`config.mk`:
```
export PLATFORM = sky130hd
export DESIGN_NAME = vec_issue_controller
export DESIGN_NICKNAME = d
export VERILOG_FILES = /design/src/rtl/vec_issue_controller.sv
export SDC_FILE = /design/constraint.sdc
export NUM_CORES = 1
export LEC_CHECK = 0
export BUFFER_PORTS_ARGS = -buffer_cell sky130_fd_sc_hd__buf_2
export CORE_MARGIN = 1
export CORE_UTILIZATION = 38
export CTS_CLUSTER_SIZE = 24
export DETAILED_ROUTE_END_ITERATION = 8
export PLACE_DENSITY = 0.87
export SLEW_MARGIN = 20
export SYNTH_ARGS = -nofsm -noshare
export SYNTH_HDL_FRONTEND = slang
export SYNTH_SLANG_ARGS = --single-unit
export TNS_END_PERCENT = 5
```
`constraint.sdc`:
```
create_clock -name clk -period 1.5 [get_ports clk]
set_clock_uncertainty 0.2 [all_clocks]
set_input_delay 0.3 -clock clk [delete_from_list [all_inputs] [get_ports clk]]
set_output_delay 0.3 -clock clk [all_outputs]
set_load 0.02 [all_outputs]
```
`src/rtl/vec_issue_controller.sv`:
```
// ---------------------------------------------------------------------------
// vec_issue_controller
//
// Registered instruction-issue controller for the vector processor.
// Instructions are accepted from fetch over a valid/ready handshake and
// issued one cycle later as decoded datapath control lines. Vector memory
// ops (LW_V / SW_V) expand into VLEN consecutive beats with an element
// index. BEQ is issued for a single beat, after which issue stalls until
// the branch resolves. A taken branch then raises flush for BR_FLUSH cycles.
//
// Parameters
//   VLEN      elements per vector memory op (>= 1)
//   BR_FLUSH  flush cycles after a taken branch (>= 0)
//
// Ports
//   clk, rst          clock and synchronous active-high reset
//   instn             instruction word; opcode is instn[31:26]
//   instn_valid       fetch offers instn
//   instn_ready       controller accepts this cycle (combinational)
//   br_resolved       branch outcome valid this cycle
//   PCSrc             branch taken; qualified by br_resolved
//   opcode            opcode of the issued instruction
//   ctrl_valid        control lines describe a real issue beat
//   RegDst .. ALUOp   decoded datapath controls, zero when ctrl_valid=0
//   elem_idx          element index of the current vector beat
//   last_elem         final beat of an instruction
//   illegal           issued opcode is not a known instruction
//   beq_enable        high while waiting on or flushing after a branch
//   flush             fetch/pipeline flush request
// ---------------------------------------------------------------------------
module vec_issue_controller #(
  parameter int VLEN     = 4,
  parameter int BR_FLUSH = 2,
  localparam int IW      = (VLEN > 1) ? $clog2(VLEN) : 1
) (
  input  logic          clk,
  input  logic          rst,
  input  logic [31:0]   instn,
  input  logic          instn_valid,
  output logic          instn_ready,
  input  logic          br_resolved,
  input  logic          PCSrc,
  output logic [5:0]    opcode,
  output logic          ctrl_valid,
  output logic          RegDst,
  output logic          ALUSrc,
  output logic          branch,
  output logic          MemWrite,
  output logic          RegWrite,
  output logic          MemtoReg,
  output logic [1:0]    ALUOp,
  output logic [IW-1:0] elem_idx,
  output logic          last_elem,
  output logic          illegal,
  output logic          beq_enable,
  output logic          flush
);

  // Project opcode set.
  localparam logic [5:0] OP_RTYPE = 6'b000000;
  localparam logic [5:0] OP_BEQ   = 6'b000100;
  localparam logic [5:0] OP_ADDI  = 6'b001000;
  localparam logic [5:0] OP_SET   = 6'b001111;
  localparam logic [5:0] OP_LW_R  = 6'b100100;
  localparam logic [5:0] OP_LW    = 6'b100011;
  localparam logic [5:0] OP_SW_R  = 6'b101100;
  localparam logic [5:0] OP_SW    = 6'b101011;
  localparam logic [5:0] OP_LW_V  = 6'b110011;
  localparam logic [5:0] OP_SW_V  = 6'b111011;

  localparam int           CW       = (BR_FLUSH > 0) ? $clog2(BR_FLUSH + 1) : 1;
  localparam logic [IW-1:0] LAST_IDX = IW'(VLEN - 1);
  localparam logic [CW-1:0] FLUSH_LEN = CW'(BR_FLUSH);

  typedef enum logic [1:0] {
    S_NORMAL,
    S_VEC,
    S_BR_WAIT,
    S_FLUSH
  } state_t;

  state_t        state_reg;
  logic [5:0]    ir_reg;          // only the opcode field is used downstream
  logic [CW-1:0] cnt_reg;
  logic          ctrl_valid_reg;
  logic [IW-1:0] elem_idx_reg;

  logic [5:0]    in_op;
  logic          in_vec;
  logic          accept;
  logic          at_last_idx;
  state_t        accept_state;
  logic [7:0]    dec;             // {RegDst, ALUOp, ALUSrc, branch, MemWrite, RegWrite, MemtoReg}
  logic          dec_illegal;
  logic          ir_vec;
  logic          unused_instn_bits;

  assign unused_instn_bits = ^instn[25:0];

  assign in_op       = instn[31:26];
  assign in_vec      = (in_op == OP_LW_V) || (in_op == OP_SW_V);
  assign at_last_idx = (elem_idx_reg == LAST_IDX);
  assign ir_vec      = (ir_reg == OP_LW_V) || (ir_reg == OP_SW_V);

  // Ready is a function of registered state only, so fetch never sees a
  // combinational path from its own valid back to ready.
  always_comb begin
    instn_ready = 1'b0;
    case (state_reg)
      S_NORMAL: instn_ready = 1'b1;
      S_VEC:    instn_ready = at_last_idx;
      default:  instn_ready = 1'b0;
    endcase
  end

  assign accept = instn_valid && instn_ready;

  // Where an accepted instruction goes next. A one-element vector op is
  // indistinguishable from a scalar op, so it stays in NORMAL.
  always_comb begin
    accept_state = S_NORMAL;
    if (in_vec && (VLEN > 1))
      accept_state = S_VEC;
    else if (in_op == OP_BEQ)
      accept_state = S_BR_WAIT;
  end

  always_ff @(posedge clk) begin
    if (rst) begin
      state_reg      <= S_NORMAL;
      ir_reg         <= '0;
      cnt_reg        <= '0;
      ctrl_valid_reg <= 1'b0;
      elem_idx_reg   <= '0;
    end else begin
      case (state_reg)
        S_NORMAL: begin
          if (accept) begin
            ir_reg         <= in_op;
            ctrl_valid_reg <= 1'b1;
            elem_idx_reg   <= '0;
            state_reg      <= accept_state;
          end else begin
            ctrl_valid_reg <= 1'b0;
          end
        end
        S_VEC: begin
          if (!at_last_idx) begin
            elem_idx_reg <= elem_idx_reg + IW'(1);
          end else if (accept) begin
            // Last beat overlaps the next accept: no bubble between ops.
            ir_reg         <= in_op;
            ctrl_valid_reg <= 1'b1;
            elem_idx_reg   <= '0;
            state_reg      <= accept_state;
          end else begin
            ctrl_valid_reg <= 1'b0;
            state_reg      <= S_NORMAL;
          end
        end
        S_BR_WAIT: begin
          ctrl_valid_reg <= 1'b0;
          if (br_resolved) begin
            if (PCSrc && (BR_FLUSH > 0)) begin
              cnt_reg   <= FLUSH_LEN;
              state_reg <= S_FLUSH;
            end else begin
              state_reg <= S_NORMAL;
            end
          end
        end
        S_FLUSH: begin
          cnt_reg <= cnt_reg - CW'(1);
          if (cnt_reg <= CW'(1))
            state_reg <= S_NORMAL;
        end
        default: state_reg <= S_NORMAL;
      endcase
    end
  end

  // Opcode decode of the issued instruction.
  always_comb begin
    dec         = 8'b0;
    dec_illegal = 1'b0;
    case (ir_reg)
      OP_RTYPE:         dec = 8'b1_10_0_0_0_1_0;
      OP_LW:            dec = 8'b0_10_1_0_0_1_1;
      OP_SW:            dec = 8'b0_00_1_0_1_0_0;
      OP_LW_R, OP_LW_V: dec = 8'b1_10_0_0_0_1_1;
      OP_SW_R, OP_SW_V: dec = 8'b1_10_0_0_1_0_0;
      OP_BEQ:           dec = 8'b0_01_0_1_0_0_0;
      OP_ADDI, OP_SET:  dec = 8'b0_00_1_0_0_1_0;
      default:          dec_illegal = 1'b1;
    endcase
  end

  assign opcode     = ir_reg;
  assign ctrl_valid = ctrl_valid_reg;
  assign elem_idx   = elem_idx_reg;
  assign RegDst     = ctrl_valid_reg & dec[7];
  assign ALUOp      = ctrl_valid_reg ? dec[6:5] : 2'b00;
  assign ALUSrc     = ctrl_valid_reg & dec[4];
  assign branch     = ctrl_valid_reg & dec[3];
  assign MemWrite   = ctrl_valid_reg & dec[2];
  assign RegWrite   = ctrl_valid_reg & dec[1];
  assign MemtoReg   = ctrl_valid_reg & dec[0];
  assign illegal    = ctrl_valid_reg & dec_illegal;
  // Scalar beats are always their own last beat.
  assign last_elem  = ctrl_valid_reg & (!ir_vec || at_last_idx);
  assign beq_enable = (state_reg == S_BR_WAIT) || (state_reg == S_FLUSH);
  assign flush      = (state_reg == S_FLUSH);

endmodule

```
* After elaboration in Yosys (flattened, before gate mapping)
Index checks and enable logic that the tools add are counted.
** Word-level totals
- Flip-flop bits (word level) :: 13
- Input port bits :: 37
- Logic and storage cells :: 81
** Operators by class
- $add $sub $neg :: 2
- Magnitude comparators :: 1
- Eq/ne operators :: 21
- Muxes and demuxes :: 25
- Bitwise gates (word level) :: 8
- Reduce and logical (&&, ||, !) cells :: 19
** Operators with widths (number)
- 8-bit one-hot mux with 7 select lines :: 1
- 6-bit == test (second input constant) :: 8
- 2-bit 2-to-1 mux :: 13
- 6-bit by 3-bit == test with 1-bit output (second input constant) :: 2
- 6-bit by 4-bit == test with 1-bit output (second input constant) :: 2
- 6-bit 2-to-1 mux :: 2
- 6-bit one-hot mux with 2 select lines :: 1
- 10-bit OR reduction :: 1
- 1-bit bitwise AND :: 8
- 2-bit inequality test (second input constant) :: 4
- 2-bit one-hot mux with 2 select lines :: 2
- 2-bit one-hot mux with 4 select lines :: 1
- 2-bit == test (second input constant) :: 3
- 6-bit logical NOT :: 1
- 2-bit OR reduction :: 3
- 1-bit logical OR :: 4
- 2-bit AND reduction :: 2
- 4-bit AND reduction :: 1
- 2-bit nonzero test :: 2
- 1-bit 2-to-1 mux :: 3
- 1-bit one-hot mux with 3 select lines :: 1
- 3-bit AND reduction :: 1
- 3-bit nonzero test :: 1
- 2-bit by 1-bit adder with 2-bit output (second input constant) :: 1
- 8 further kinds :: 8

* Logic depth before layout (Yosys ltp)
- Depth after elaboration :: 6
- Gate-level depth with buffers :: 6
- Depth with buffers taken out :: 5

* Worst setup path before layout
OpenSTA, ideal clock, no wires.
- Kind :: reg2out
- Start point :: reg ir_reg[4] (netlist: opcode[4])
- End point :: out MemWrite
- Arrival time :: 1472 ps
- Data required time :: 1000 ps
- Slack :: -472 ps
- Stages on the path, launching flop included :: 5
- Buffers on the path :: 1
- Cell sequence :: dfxtp_1 buf_4 nor4b_4 o21ai_0 nor3_1
** On the way
- Cells in the longest elaborated chain, start to end :: 4
** Ends and longest elaborated chain
- start: declaration :: line 83 : logic [5:0] ir_reg;
- start signal: assignment :: line 139 : ir_reg <= in_op;
- start signal: assignment :: line 152 : ir_reg <= in_op;
- 6-bit by 4-bit == test with 1-bit output or 6-bit == test (tied branches) :: line 186 : case (ir_reg)
- 2-bit OR reduction :: line 186
- 8-bit one-hot mux with 7 select lines (*) :: line 186
- 1-bit bitwise AND (*) :: line 205 : assign MemWrite = ctrl_valid_reg & dec[2];
- end: declaration :: line 48 : output logic MemWrite,
Every way passes the cells marked *; elsewhere a longest branch is shown, timed or not.

* Final worst setup path
- Start point :: reg ir_reg[1] (netlist: opcode[1])
- End point :: out RegDst
** On the way
- Cells in the longest elaborated chain, start to end :: 4
** Ends and longest elaborated chain
- 6-bit by 4-bit == test with 1-bit output or 6-bit == test (tied branches) :: line 186
- 2-bit OR reduction :: line 186
- 8-bit one-hot mux with 7 select lines (*) :: line 186
- 1-bit bitwise AND (*) :: line 201 : assign RegDst = ctrl_valid_reg & dec[7];
- end: declaration :: line 45 : output logic RegDst,
Marked as above.

==> metrics.md <==
| Metric | Value |
|---|---|
| Bufs on Longest Clock Path | `2` |
| Die X | `51.3 µm` |
| Sw Pwr | `322 µW` |
| CP Launch Type | `register` |
| Share of cells above drive strength 1 | `56.9%` |
| DR vias | `1089` |
| Worst setup EP type | `output port` |
| Grt total ovfl | `0` |
| Leak | `0.000700 µW` |
| Final net count | `214` |
| Fin crit period | `2130 ps` |
| Switch share | `33.5%` |
| PwrDens | `639 mW/mm²` |
| Crit-path max FO | `5` |
| Worst endpoint required time | `1000 ps` |
| Setup-failing EPs final | `11` |
| Failing checks | `setup timing` |
| WHS | `81.9 ps` |
| Gate power share | `37.0%` |
| # DRC | `0` |
| Die area | `0.00263 mm²` |
| Vias in the first global route | `1071` |
| CTS tree | `built` |
| Syn avg cell area | `7.83 µm²` |
| Post-synth EDFFs | `0` |
| Final Slew Violations | `0` |
| Most common cell on crit path | `buf_6` |
| First-pass GRT wire length | `4.53 mm` |
| FF+latch count, synth | `13` |
| CP cell instances | `buf_6 -> nor4_4 -> nand2_1 -> a211o_1 -> nand2_2 -> buf_6` |
| Core Area | `0.00225 mm²` |
| Final instance area | `0.00151 mm²` |
| CTS root buffer | `clkbuf_4` |
| DPL Wire Length | `2.05 mm` |
| Site Rows | `17` |
| Non-filler cells, final | `202` |
| Drt pass-1 iters | `4` |
| Num ports | `59` |
| Max reg flops | `6` |
| Ys async rst share | `0%` |
| Final Util | `66.8%` |
| Worst setup path category | `register to output port` |
| Unique masters post-synth | `39` |
| Peak Freq | `469 MHz` |
| Register share of total power | `40.5%` |
| Slew at the pin with the worst max-slew slack | `321 ps` |
| WL per Instance | `13.7 µm` |
| CTS Buf Count | `3` |
| 1st-iter DRT viols | `4` |
| Pre-CTS setup slack | `-346 ps` |
| Worst Hold Class | `primary input to register` |
| Status | `finished, violations left` |
| Area Overhead vs Synth | `63.0%` |
| Hold Buf Count CTS | `0` |
| Worst Setup Slack, final | `-631 ps` |
| Crit path DAT | `1630 ps` |
| MaxCap Viol Count | `0` |
| Starting Density | `41.0%` |
| PortBufs | `32` |
| Clock latency at the later pin of the worst-skew pair | `280 ps` |
| Synth Cell Area | `923 µm²` |
| Primary FF master, synth | `dfxtp_1` |
| Largest net degree at the start of global routing | `14` |
| DP Cell Count | `196` |
| Vias per cell | `5.39` |
| CTS H-Tree Depth | `1` |
| Antenna Violating Nets Remaining | `0` |
| Ant diodes | `0` |
| Die Ht | `51.3 µm` |
| Fillers | `199` |
| Period utilization | `142%` |
| Crit-path max cell delay | `370 ps` |
| Final WL | `2.77 mm` |
| Synth Net Count | `157` |
| Gate Count Post-Synth | `118` |
| Initial antenna violation count | `0` |
| All-Layer GR Usage | `22.9%` |
| RSZ-0062 raised after global routing | `yes` |
| Ys Warns | `0` |
| Worst vdd ir | `626 µV` |
| Placement Cell Area | `0.00131 mm²` |
| Max_slew headroom | `78.3%` |
| Clock-pin slew on the worst setup and hold paths | `80 ps` |
| Placer Congestion | `0.822` |
| Int Power | `639 µW` |
| Clk sinks | `13` |
| Register area share after synthesis | `28.2%` |
| Clock power share | `22.5%` |
| Slowest-stage cell, CP | `dfxtp_4` |
| Final Hold Viols | `0` |
-- layout make-up --
type	count	area [µm²]	share of cell area, %
tap	28	35.0	2.33
timing repair buffer	63	464	30.8
inverter	7	26.3	1.75
clock buffer	4	26.3	1.75
multi-input combinational	87	669	44.5
sequential	13	284	18.9
-- worst max-delay path, delay by kind of cell, from the launching register on --
kind	cells	cell delay, ps
simple gates	3	460
buf+inv	2	240
compound gates	1	280
flops	1	370
-- what timing repair did --
action / CTS / global route
buffers inserted: 2 / 0
pin swaps: 7 / 3
gates resized for setup: 27 / 25
endpoints found under the setup margin: 23 / 25
-- per-stage QoR --
step | TNS (ps) | total power (µW)
floorplan | -3380 | 588
global placement | -2540 | 690
detailed placement | -3190 | 704
CTS | -5560 | 929
global route | -6200 | 1010
finish | -5480 | 961
-- layer usage --
layer	GRT usage [%]	share of wire (%)
met5	0	0
met2	45.8	54
met4	12.2	3.7
met1	22.0	38
met3	3.27	3.5
-- layout by cell type (no fill, tap or decap), types with 2 or more instances in the layout --
master / n
dfxtp_4: 5
dfxtp_2: 4
buf_6: 11
buf_2: 20
o21ai_0: 3
nor2_1: 16
dfxtp_1: 4
nand2b_1: 2
mux2i_1: 5
nand2_2: 2
clkbuf_4: 3
inv_1: 6
a211oi_1: 2
nand3_1: 2
nor2_2: 2
nand4_1: 2
a21oi_4: 2
o22ai_1: 2
nand2_1: 5
a31oi_1: 3
nor3_2: 3
buf_4: 32
a21oi_1: 7
-- logic make-up after synthesis --
family | count (synthesis) | synth area share, %
mux | 5 | 5.42
flops | 13 | 28.2
compound gates | 29 | 19.8
buf+inv | 18 | 11.5
fa+ha+maj | 2 | 2.71
simple gates | 51 | 32.4
-- path summary, 6_finish.rpt --
| path | from | endpoint | slack [ps] | cells past startpoint |
|---|---|---|---|---|
| setup / recovery | opcode[1] | RegDst | -630 | 6 |
| hold / removal | instn[29] | opcode[3] | 80 | 3 |
| setup reg to reg | elem_idx[0] | opcode[1] | 80 | 5 |
| hold reg to reg | cnt_reg[1] | cnt_reg[1] | 300 | 2 |
-- Yosys cell counts (2+ instances only) --
cell      number  area [µm²]
nor2_1        18        67.6
dfxtp_1       13         260
a21oi_1        9        45.0
nand2_1        8        30.0
inv_1          7        26.3
buf_4          6        45.0
mux2i_1        5        50.1
nor3_1         5        25.0
o21ai_0        5        25.0
a31oi_1        4        25.0
nand2b_1       3        18.8
a211oi_1       2        15.0
buf_6          2        22.5
clkbuf_1       2        7.51
ha_1           2        25.0
nand3_1        2        10.0
nand4_1        2        12.5
o22ai_1        2        12.5
-- power by group through the flow --
stage               clock [µW]  sequential (µW)  combinational [µW]
floorplan                    0              402                 186
global placement             0              396                 294
detailed placement           0              397                 307
CTS                        215              386                 328
global route               234              393                 384
finish                     216              389                 356
Note: power is estimated with default switching activity, not from simulation.
